--- config.mk ---
export PLATFORM = sky130hd
export DESIGN_NAME = operand_loader
export DESIGN_NICKNAME = d
export VERILOG_FILES = /design/src/rtl/operand_loader_pkg.sv /design/src/rtl/operand_loader.sv
export SDC_FILE = /design/constraint.sdc
export NUM_CORES = 1
export LEC_CHECK = 0
export BUFFER_PORTS_ARGS = -buffer_cell sky130_fd_sc_hd__buf_2
export CORE_MARGIN = 2
export CORE_UTILIZATION = 45
export DETAILED_ROUTE_END_ITERATION = 7
export GPL_TIMING_DRIVEN = 1
export HOLD_SLACK_MARGIN = 0.02
export PLACE_DENSITY_LB_ADDON = 0.12
export SKIP_CTS_REPAIR_TIMING = 1
export SLEW_MARGIN = 25
export SYNTH_ARGS = -nofsm -noshare
export SYNTH_HDL_FRONTEND = slang
export SYNTH_SLANG_ARGS = --single-unit
--- constraint.sdc ---
create_clock -name clock -period 3.4 [get_ports clock]
set_input_delay 0.34 -clock clock [delete_from_list [all_inputs] [get_ports clock]]
set_output_delay 0.34 -clock clock [all_outputs]
set_load 0.05 [all_outputs]
--- src/rtl/operand_loader_pkg.sv ---
// Shared constants for the operand loader: FSM state encoding and operand count.
package operand_loader_pkg;

   localparam int unsigned OP_COUNT = 4;
   localparam int unsigned IDX_W    = 2;
   localparam int unsigned CNT_W    = 4;

   typedef enum logic [2:0] {
      LOAD = 3'd0,
      CLR  = 3'd1,
      GO   = 3'd2,
      WAIT = 3'd3,
      HOLD = 3'd4
   } state_t;

endpackage

--- src/rtl/operand_loader.sv ---
// Collects four operand bytes, clears and starts the compute stage, then waits
// for done (or a timeout) and holds the captured result until downstream accepts.
module operand_loader
   import operand_loader_pkg::*;
#(
   parameter int unsigned TIMEOUT = 8
) (
   input  logic       clock,
   input  logic       reset,
   input  logic       in_valid,
   output logic       in_ready,
   input  logic [7:0] in_data,
   input  logic       in_mode,
   output logic       core_clr,
   output logic       start,
   output logic       mode,
   output logic [7:0] a,
   output logic [7:0] b,
   output logic [7:0] c,
   output logic [7:0] d,
   input  logic       done,
   input  logic [7:0] result,
   output logic       out_valid,
   input  logic       out_ready,
   output logic [7:0] out_data,
   output logic       err
);

   localparam logic [IDX_W-1:0] IDX_LAST = IDX_W'(OP_COUNT - 1);
   localparam logic [CNT_W-1:0] CNT_LAST = CNT_W'(TIMEOUT - 1);

   state_t           state, state_nxt;
   logic [IDX_W-1:0] idx;
   logic [CNT_W-1:0] cnt;
   logic             xfer;
   logic             timed_out;

   assign xfer      = (state == LOAD) && in_valid;
   assign timed_out = (cnt == CNT_LAST);

   always_ff @(posedge clock) begin
      if (reset) begin
         state <= LOAD;
      end else begin
         state <= state_nxt;
      end
   end

   always_comb begin
      state_nxt = state;
      in_ready  = 1'b0;
      core_clr  = 1'b0;
      start     = 1'b0;
      out_valid = 1'b0;
      case (state)
         LOAD: begin
            in_ready = 1'b1;
            if (in_valid && (idx == IDX_LAST)) begin
               state_nxt = CLR;
            end
         end
         CLR: begin
            core_clr  = 1'b1;
            state_nxt = GO;
         end
         GO: begin
            start     = 1'b1;
            state_nxt = WAIT;
         end
         WAIT: begin
            if (done || timed_out) begin
               state_nxt = HOLD;
            end
         end
         HOLD: begin
            out_valid = 1'b1;
            if (out_ready) begin
               state_nxt = LOAD;
            end
         end
         default: state_nxt = LOAD;
      endcase
   end

   // Operand capture: index walks a..d; mode rides along with byte 0 only.
   always_ff @(posedge clock) begin
      if (reset) begin
         idx  <= '0;
         a    <= '0;
         b    <= '0;
         c    <= '0;
         d    <= '0;
         mode <= 1'b0;
      end else if (xfer) begin
         case (idx)
            2'd0: begin
               a    <= in_data;
               mode <= in_mode;
            end
            2'd1:    b <= in_data;
            2'd2:    c <= in_data;
            default: d <= in_data;
         endcase
         idx <= (idx == IDX_LAST) ? '0 : idx + 1'b1;
      end
   end

   // done takes priority over the timeout on the final WAIT cycle.
   always_ff @(posedge clock) begin
      if (reset) begin
         cnt      <= '0;
         out_data <= '0;
         err      <= 1'b0;
      end else begin
         if (state == GO) begin
            cnt <= '0;
         end else if (state == WAIT) begin
            if (done) begin
               out_data <= result;
               err      <= 1'b0;
            end else begin
               cnt <= cnt + 1'b1;
               if (timed_out) begin
                  out_data <= '0;
                  err      <= 1'b1;
               end
            end
         end
      end
   end

endmodule

==> flow_summary.ini <==
[yosys]
syn_inst = 253
synth-async-reset-ratio_pct = 0
yosysSeqAreaShare_pct = 47.4
synth_compound_gate_area_share_pct = 21.8
synth_edf_count = 0
muxShareOfSynthArea_pct = 1.40
yosys.area_share.xor_xnor_pct = 0.407
synth_largest_area_cell = dfxtp_1
synth_area_leaders = dfxtp_1 47%, a21oi_1 8.4%, nand3_1 8.1%
synth_cell_types = 33
synth_fa_ha_area_share_pct = 2.91
synth-simple-area-share_pct = 18.4
ys.flop_type = dfxtp_1
synth_top_area_share_pct = 47.4
synth_most_common_cell = dfxtp_1
synth_common_cells = 51 x dfxtp_1, 36 x a21oi_1, 35 x nand3_1, 33 x o21ai_0, 17 x nand2_1
synth_top_family_by_area = compound AO/OA/AOI/OAI gates
yosys_warnings = 0
avgSynthCellArea_um2 = 8.51
ys_ff_latch = 51
synth_fp_nets = 280
synth.cell_area_um2 = 2150

[final_layout]
fillers = 463
fin_nets = 334
final_core_util_pct = 54.4
instances_no_fill = 360
finalInstanceArea_um2 = 2540
area_growth_syn_to_layout_pct = 17.9
antenna_cells = 0
drive_gt1_share_pct = 26.1

[global_routing]
grt_remaining_overflow = 0
grt_pass1_vias = 1799
grt_usage_pct = 20.0
grt_pass1_wl_um = 8360
grt_start_max_net_pins = 47
antenna_found_initial = 0

[worst_setup_path]
arrival_ns = 2.01
worstReg2RegStart = state[2]$_SDFFE_PP0P_
endpoint = in_ready
crit_path_max_fanout = 18
worst-r2r-cell-count = 4
criticalPathCategory = register to primary output
start_kind = register
crit_cells = 3
critPathTopFamily = simple AND/OR/NAND/NOR gates
r2r_slack_ns = 1.67
worstPathRequired_ns = 3.06
critPathLaunch = state[2]$_SDFFE_PP0P_
crit_chain = or3_1 -> inv_2 -> buf_2
critical_path.slowest_cell = or3_1
critical-path-max-stage-delay_ns = 0.65
crit_buf_inv = 2
end_kind = primary output
r2r-end = c[5]$_SDFFE_PP0P_

[place]
hpwl_um = 3360
gp_congestion = 0.765
dp.cells = 354
port_buffers = 67
place_area_um2 = 2460

[floorplanning]
dieHeight_um = 73.2
die_w_um = 73.2
die_area_um2 = 5350
core_area_um2 = 4660
start_util_pct = 46.2
num_rows = 25
ios = 68

[timing]
finalCriticalPeriod_ns = 2.35
rsz0062_at_grt = false
max_freq_ghz = 0.426
relSlewSlack_pct = 39.8
whs_ns = 0.299
final.setup.tns_ns = 0
tightestPinTransition_ns = 0.899
setup_viol = 0
hold_viol = 0
finalMaxSlewViolations = 0
fin_crit_sh_pct = 69.0
fin_skew_ns = 0.00378

[detailed_routing]
drc = 0
vias_per_cell = 5.42
antenna_left = 0
drtIter0Drc = 168
drtPass1Iterations = 4
avgRoutedWirePerCell_um = 14.0
routed_wl_um = 5060
num_vias = 1950

[clock_tree]
cts_buffers = 5
cts_max_path_buffers = 2
htreeDepth = 2
clkLatencyLatePin_ns = 0.29
cts_root_buf = clkbuf_8
cts.clk_slew.worst_paths_ns = 0.08
clock-sinks = 51
cts_tree = built

[worst_hold_path]
hp-class = primary input to register

[power]
powerDensity_nw_per_um2 = 465
leakagePower_nw = 1.12
vdd_ir_drop_max_mv = 0.237

[run_status]
status = completed

[run]
drv_cap = 0
## cell usage in the layout, fill, tap and decap left out, types with 2 or more instances in the layout
cell type	count
buf_2	67
dfxtp_1	51
a21oi_1	36
nand3_1	35
o21ai_0	33
nand2_1	17
inv_1	15
o32ai_1	8
nor2_1	5
ha_1	5
clkbuf_8	5
nand3b_1	4
mux2i_1	3
or3_1	2
and2_1	2
## stage by stage
stage	power, mW	worst slack (ns)
global route	1.24	0.921
global placement	0.878	1.42
detailed placement	0.881	1.39
floorplan	0.824	1.38
finish	1.18	1.05
CTS	1.20	1.04
## worst reg2reg max path, stage by stage, from the launching register on
cell	delay [ns]
dfxtp_1	0.43
or3_1	0.65
inv_2	0.31
nand3_1	0.13
a21oi_1	0.13
## per-layer routing
metal  wire length, um  track usage, %  vias to the layer above
met5                 0               0                        -
li1                  -               -                      997
met2              2370            32.8                       57
met1              2400            26.5                      894
met3               268            4.28                        2
met4                24            5.56                        0
## power by group
group	internal [mW]	switching [mW]	total (mW)
Clock	0.138	0.176	0.314
Sequential	0.619	0.0160	0.635
Combinational	0.0579	0.173	0.231
Total	0.815	0.366	1.18
## logic make-up after synthesis
kind of cell    count (synthesis)
fa+ha+maj                       5
simple gates                   73
buf+inv                        37
compound gates                 83
mux                             3
xor+xnor                        1
flops                          51
## state kept, by name (all words and copies together), names as in the netlist
| name | cells |
|---|---|
| a | 8 |
| b | 8 |
| c | 8 |
| d | 8 |
| out_data | 8 |
| cnt | 4 |
| state | 3 |
| idx | 2 |
| err | 1 |
| mode | 1 |
## worst min path at each step
stage,cells after the start,startpoint,endpoint
floorplan,2,cnt[3]$_SDFFE_PP0P_,cnt[3]$_SDFFE_PP0P_
global route,3,result[2],out_data[2]$_SDFFE_PP0P_
CTS,3,result[1],out_data[1]$_SDFFE_PP0P_
finish,3,result[1],out_data[1]$_SDFFE_PP0P_
global placement,2,out_data[0]$_SDFFE_PP0P_,out_data[0]$_SDFFE_PP0P_
detailed placement,2,out_data[3]$_SDFFE_PP0P_,out_data[3]$_SDFFE_PP0P_
## final cells by class
| class | instances | area (um2) | area share, % |
|---|---|---|---|
| Clock buffer | 6 | 72.6 | 2.86 |
| Sequential cell | 51 | 1020 | 40.2 |
| Timing Repair Buffer | 68 | 343 | 13.5 |
| Inverter | 16 | 60.1 | 2.37 |
| Tap cell | 54 | 67.6 | 2.66 |
| Multi-Input combinational cell | 165 | 973 | 38.4 |
Power figures use the tool's default switching activity.
